File: src/rtl/issue_ctrl_pkg.sv
// Shared types and helpers for the issue scheduler: functional-unit select,
// scheduler states and the register-mask helper used by the scoreboard.
package issue_ctrl_pkg;

    typedef enum logic [1:0] {
        FU_ALU = 2'd0,
        FU_LSU = 2'd1,
        FU_PC  = 2'd2
    } fu_sel;

    typedef enum logic [1:0] {
        S_RUN      = 2'd0,
        S_WAIT_LSU = 2'd1,
        S_WAIT_PC  = 2'd2
    } ictrl_state;

    // One-hot mask of a register; x0 never maps to a bit so it can never be busy.
    function automatic logic [31:0] reg_mask(input logic en, input logic [4:0] addr);
        logic [31:0] mask;
        mask = 32'd0;
        if (en && (addr != 5'd0)) begin
            mask[addr] = 1'b1;
        end else begin
            mask = 32'd0;
        end
        return mask;
    endfunction

endpackage

File: src/rtl/issue_scoreboard.sv
// Register busy vector: one set port (issue), one clear port (writeback),
// and lookup ports for both sources and the destination.
module issue_scoreboard
    import issue_ctrl_pkg::*;
(
    input  logic        clk_i,
    input  logic        rst_ni,
    input  logic        set_en_i,
    input  logic [4:0]  set_addr_i,
    input  logic        clr_en_i,
    input  logic [4:0]  clr_addr_i,
    input  logic [4:0]  rs1_addr_i,
    input  logic [4:0]  rs2_addr_i,
    input  logic [4:0]  rd_addr_i,
    output logic        rs1_busy_o,
    output logic        rs2_busy_o,
    output logic        rd_busy_o,
    output logic [31:0] busy_o
);

    logic [31:0] busy_r;
    logic [31:0] busy_nxt_s;

    // Clear first, then set, so a same-cycle set on the same register wins.
    always_comb begin
        busy_nxt_s = (busy_r & ~reg_mask(clr_en_i, clr_addr_i))
                   | reg_mask(set_en_i, set_addr_i);
    end

    // Busy vector register with synchronous reset.
    always_ff @(posedge clk_i) begin
        if (!rst_ni) begin
            busy_r <= 32'd0;
        end else begin
            busy_r <= busy_nxt_s;
        end
    end

    assign rs1_busy_o = busy_r[rs1_addr_i];
    assign rs2_busy_o = busy_r[rs2_addr_i];
    assign rd_busy_o  = busy_r[rd_addr_i];
    assign busy_o     = busy_r;

endmodule

File: src/rtl/issue_ctrl.sv
// Issue scheduler: holds a decoded instruction until its registers are free
// and its unit is idle, then emits a one-cycle issue enable.
module issue_ctrl
    import issue_ctrl_pkg::*;
#(
    parameter int unsigned CNT_W = 32
) (
    input  logic             clk_i,
    input  logic             rst_ni,
    input  logic             dec_valid_i,
    output logic             dec_ready_o,
    input  logic [4:0]       rs1_addr_i,
    input  logic [4:0]       rs2_addr_i,
    input  logic             rs1_used_i,
    input  logic             rs2_used_i,
    input  logic [4:0]       rd_addr_i,
    input  logic             rd_wr_i,
    input  fu_sel            unit_i,
    output logic             issue_en_o,
    input  logic             wb_valid_i,
    input  logic [4:0]       wb_addr_i,
    input  logic             lsu_done_i,
    input  logic             pc_done_i,
    output logic [31:0]      busy_o,
    output logic [CNT_W-1:0] issued_cnt_o,
    output logic [CNT_W-1:0] stall_cnt_o
);

    localparam logic [CNT_W-1:0] CNT_ONE  = {{(CNT_W-1){1'b0}}, 1'b1};
    localparam logic [CNT_W-1:0] CNT_ZERO = {CNT_W{1'b0}};

    ictrl_state       state_r;
    ictrl_state       state_nxt_s;
    logic             rs1_busy_s;
    logic             rs2_busy_s;
    logic             rd_busy_s;
    logic             hazard_s;
    logic             ready_s;
    logic             hs_s;
    logic             stall_s;
    logic             issue_en_r;
    logic [CNT_W-1:0] issued_cnt_r;
    logic [CNT_W-1:0] stall_cnt_r;

    issue_scoreboard u_scoreboard (
        .clk_i      (clk_i),
        .rst_ni     (rst_ni),
        .set_en_i   (hs_s & rd_wr_i),
        .set_addr_i (rd_addr_i),
        .clr_en_i   (wb_valid_i),
        .clr_addr_i (wb_addr_i),
        .rs1_addr_i (rs1_addr_i),
        .rs2_addr_i (rs2_addr_i),
        .rd_addr_i  (rd_addr_i),
        .rs1_busy_o (rs1_busy_s),
        .rs2_busy_o (rs2_busy_s),
        .rd_busy_o  (rd_busy_s),
        .busy_o     (busy_o)
    );

    // State register.
    always_ff @(posedge clk_i) begin
        if (!rst_ni) begin
            state_r <= S_RUN;
        end else begin
            state_r <= state_nxt_s;
        end
    end

    // Next state: LSU/PC issues park the scheduler until their done pulse.
    always_comb begin
        state_nxt_s = state_r;
        case (state_r)
            S_RUN: begin
                if (hs_s) begin
                    case (unit_i)
                        FU_LSU:  state_nxt_s = S_WAIT_LSU;
                        FU_PC:   state_nxt_s = S_WAIT_PC;
                        default: state_nxt_s = S_RUN;
                    endcase
                end else begin
                    state_nxt_s = S_RUN;
                end
            end
            S_WAIT_LSU: begin
                if (lsu_done_i) begin
                    state_nxt_s = S_RUN;
                end else begin
                    state_nxt_s = S_WAIT_LSU;
                end
            end
            S_WAIT_PC: begin
                if (pc_done_i) begin
                    state_nxt_s = S_RUN;
                end else begin
                    state_nxt_s = S_WAIT_PC;
                end
            end
            default: state_nxt_s = S_RUN;
        endcase
    end

    // Handshake decode: hazards are checked against the registered scoreboard only.
    always_comb begin
        hazard_s = (rs1_used_i & rs1_busy_s)
                 | (rs2_used_i & rs2_busy_s)
                 | (rd_wr_i & rd_busy_s);
        ready_s  = (state_r == S_RUN) & ~hazard_s;
        hs_s     = dec_valid_i & ready_s;
        stall_s  = dec_valid_i & ~ready_s;
    end

    // Issue enable pulse and wrapping performance counters.
    always_ff @(posedge clk_i) begin
        if (!rst_ni) begin
            issue_en_r   <= 1'b0;
            issued_cnt_r <= CNT_ZERO;
            stall_cnt_r  <= CNT_ZERO;
        end else begin
            issue_en_r <= hs_s;
            if (hs_s) begin
                issued_cnt_r <= issued_cnt_r + CNT_ONE;
            end else begin
                issued_cnt_r <= issued_cnt_r;
            end
            if (stall_s) begin
                stall_cnt_r <= stall_cnt_r + CNT_ONE;
            end else begin
                stall_cnt_r <= stall_cnt_r;
            end
        end
    end

    assign dec_ready_o  = ready_s;
    assign issue_en_o   = issue_en_r;
    assign issued_cnt_o = issued_cnt_r;
    assign stall_cnt_o  = stall_cnt_r;

endmodule

File: config.mk
export PLATFORM = sky130hd
export DESIGN_NAME = issue_ctrl
export DESIGN_NICKNAME = d
export VERILOG_FILES = /design/src/rtl/issue_ctrl_pkg.sv /design/src/rtl/issue_scoreboard.sv /design/src/rtl/issue_ctrl.sv
export SDC_FILE = /design/constraint.sdc
export NUM_CORES = 1
export LEC_CHECK = 0
export CORE_UTILIZATION = 46
export DETAILED_ROUTE_END_ITERATION = 10
export HOLD_SLACK_MARGIN = 0.1
export MAX_ROUTING_LAYER = met4
export PLACE_DENSITY = 0.75
export SLEW_MARGIN = 20
export SYNTH_ARGS = -nofsm -noshare
export SYNTH_HDL_FRONTEND = slang
export SYNTH_SLANG_ARGS = --single-unit
File: constraint.sdc
create_clock -name clk_i -period 2.8 [get_ports clk_i]
set_input_delay 0.42 -clock clk_i [delete_from_list [all_inputs] [get_ports clk_i]]
set_output_delay 0.42 -clock clk_i [all_outputs]
set_load 0.01 [all_outputs]
==> out/results.txt <==
Status: finished, violations left
Violated checks: setup timing
Final worst-path setup slack: -0.00178 ns
Vias per cell: 6.27
Post-synth ARST share: 0%
Met1 Track Usage GR: 41.8%
Buffers added on ports: 128
Critical Path, Cell by Cell: mux4_2, a221o_1, a21oi_2, a2bb2oi_2, o211ai_1, buf_4, buf_12, or4_1, a21oi_1
Global routing's busiest layer: met2
Antenna Nets Post-Route: 0
GRT Overall Usage: 32.1%
Initial DRC count: 655
Placed insts: 1005
Setup violators final: 2
Headroom to the max-slew limit: 49.7%
Fin area: 0.00829 mm^2
WHS Path Cells: 2
Crit Path Class: reg -> reg
Hold_buf cts: 0
Final period util: 100%
Die Span Y: 114 um
Max Buffers Root-to-Sink: 2
Met3 Usage GRT: 4.36%
PwrDens: 382 mW/mm^2
N_diodes: 0
Initial antenna violation count: 0
Inserted Clock Buffers: 9
Final Core Density: 68.5%
Power, Total: 3.17 mW
Synth top cells by count: dfxtp_1 (99), nand2_1 (83), a21oi_1 (52)
Post-synth net total: 715
Worst path arrival time: 3.08 ns
Core Footprint: 0.0121 mm^2
Worst EP required: 3.07 ns
Layout Cells excl Fill: 1035
GPL Wtd Cong: 0.939
CTS tree: done
CP bufs+invs: 2
Leak: 2.72 nW
R2R Path End: issued_cnt_o[13]
Post-synth EDFFs: 0
Hold Path Class: reg -> reg
Root buffer cell: clkbuf_16
Vias in the first global route: 6234
HP Start: stall_cnt_o[31]
Mapped Avg Cell Area: 8.43 um^2
First-pass GRT wire length: 31600 um
Worst-Margin Slew: 0.752 ns
Final Skew: 0.00854 ns
Initial core utilization: 47.5%
Cell count of the worst reg-to-reg path: 9
Clk_lat worst skew: 0.35 ns
Startpoint types: flip-flop
Total negative slack: -0.00327 ns
Die area: 0.0129 mm^2
Hold endpoint: stall_cnt_o[31]
Final net count: 895
Std-Cell Rows: 40
Final Hold Fails: 0
Fraction of layout cells with a size suffix above 1: 21.3%
CP endpoint kind: flip-flop
Vias: 6489
Fin. max-slew vios: 0
Total Wirelength: 20200 um
Die Span X: 114 um
Syn Inst Count: 682
Placed Area: 0.00758 mm^2
# H-tree levels: 3
Clock-pin slew on the worst setup and hold paths: 0.07 ns
Fmax: 0.357 GHz
Slowest stage cell, crit path: or4_1
Ys flop type: dfxtp_1
Drt pass-1 iters: 5
Top cell type's share of synthesized area: 34.5%
Reg2Reg Setup Slack: -0.002 ns
VDD IR max: 347 uV
DRC Markers: 0
Routed len/inst: 19.6 um
Cell with the most instances after synthesis: dfxtp_1
Max capacitance violation total: 0
Top Family by Delay on Critical Path: compound AO/OA/AOI/OAI gates
Sequential area share after synthesis: 34.5%
Syn-to-layout area delta: 44.3%
Largest area contributor in the netlist: dfxtp_1
Pin count of the biggest net entering global routing: 62
FF-to-FF Start: u_scoreboard.busy_o[0]
Hpwl dp: 13700 um
Dominant cells by area after synthesis: dfxtp_1 (34%), mux4_2 (6.3%), or4_1 (5.9%), o31ai_1 (5.6%), nand2_1 (5.4%)
Post-Syn Area: 0.00575 mm^2
Top Ports: 129
CP max FO: 5
Synthesis warning total: 0
Unique masters post-synth: 56
Unrepaired setup endpoints after global routing: true
Min Tclk post-route: 2.80 ns
Crit-path max cell delay: 0.50 ns
Total global routing overflow: 0
Post-synthesis register bit count: 99
Clock Sinks: 99
Met2 Resource Use GR: 49.8%
==> state kept, by name (all words and copies together), names as in the netlist <==
register,flops
state_r,2
issue_en_o,1
u_scoreboard.busy_o,32
issued_cnt_o,32
stall_cnt_o,32
==> repair_timing <==
item,in CTS,in global routing
resized for setup,60,31
cloned,3,1
pin swaps,35,13
endpoints found under the setup margin,96,30
setup buffers,10,0
endpoints found under the hold margin,0,0
==> metrics by stage <==
step	worst slack, ns	hold slack, ns
6_report	-0.00178	0.498
5_1_grt	-0.0904	0.516
4_1_cts	0.00328	0.495
3_5_place_dp	-0.747	0.480
3_3_place_gp	-0.616	0.474
2_1_floorplan	-0.0194	0.496
==> cell families after synthesis <==
kind of cell             share of synthesized area, %
adder cells (fa/ha/maj)                         0.435
XOR/XNOR                                        0.305
AO/OA/AOI/OAI                                    20.7
flip-flops                                       34.5
multiplexers                                     11.0
buffers and inverters                            5.20
AND/OR/NAND/NOR                                  27.8
==> cells in the final DEF (no fill, tap or decap), types with 5 or more instances in the layout <==
| master | instances |
|---|---|
| mux2i_1 | 15 |
| o21a_1 | 7 |
| clkbuf_16 | 10 |
| and3_1 | 8 |
| o31ai_1 | 35 |
| o211ai_1 | 14 |
| o21ai_0 | 32 |
| nand2b_1 | 8 |
| nor2_1 | 28 |
| a21oi_1 | 46 |
| nand3_1 | 41 |
| dfxtp_1 | 95 |
| nor4_1 | 6 |
| nand4_1 | 15 |
| buf_4 | 74 |
| or4_4 | 7 |
| nand2_1 | 82 |
| or2_2 | 5 |
| or4_1 | 40 |
| and2_1 | 6 |
| o31ai_4 | 5 |
| or3_1 | 13 |
| a21oi_2 | 11 |
| nor3b_1 | 7 |
| buf_6 | 6 |
| o21ai_1 | 11 |
| inv_1 | 12 |
| clkdlybuf4s50_1 | 116 |
| nor2b_1 | 8 |
| mux4_2 | 16 |
==> power by group <==
group / switching, mW / internal (mW)
Sequential: 0.0117 / 1.42
Clock: 0.574 / 0.706
Combinational: 0.245 / 0.215
==> cell type report <==
cell class | count | area, um^2
multi-input cells | 523 | 3700
clock buffers | 14 | 284
flip-flops and latches | 99 | 1990
inverters | 13 | 48.8
clock inverters | 2 | 16.3
well taps | 168 | 210
repair buffers | 216 | 2040
fillers | 979 | 3820
==> worst max-delay path by stage <==
| stage | endpoint | depth (start not counted) | start |
|---|---|---|---|
| after floorplan | stall_cnt_o[1] | 11 | rd_addr_i[3] |
| after global placement | dec_ready_o | 9 | rs2_addr_i[0] |
| after detailed placement | issued_cnt_o[21] | 10 | rs2_addr_i[0] |
| after CTS | dec_ready_o | 9 | rs2_addr_i[1] |
| after global routing | issued_cnt_o[13] | 9 | u_scoreboard.busy_o[0] |
| final | issued_cnt_o[13] | 9 | u_scoreboard.busy_o[0] |
==> tightest hold or removal path: cells and delay by family, from the launching register on <==
kind	cells	cell delay (ns)
AOI/OAI and AO/OA	2	0.13
DFF	1	0.33
==> routing by layer <==
metal	up-vias	part of all wire (%)
li1	2957	-
met1	3098	40
met2	384	47
met3	50	9.0
met4	0	3.1
met5	-	0
No activity file was read; power rests on OpenSTA's default activity.
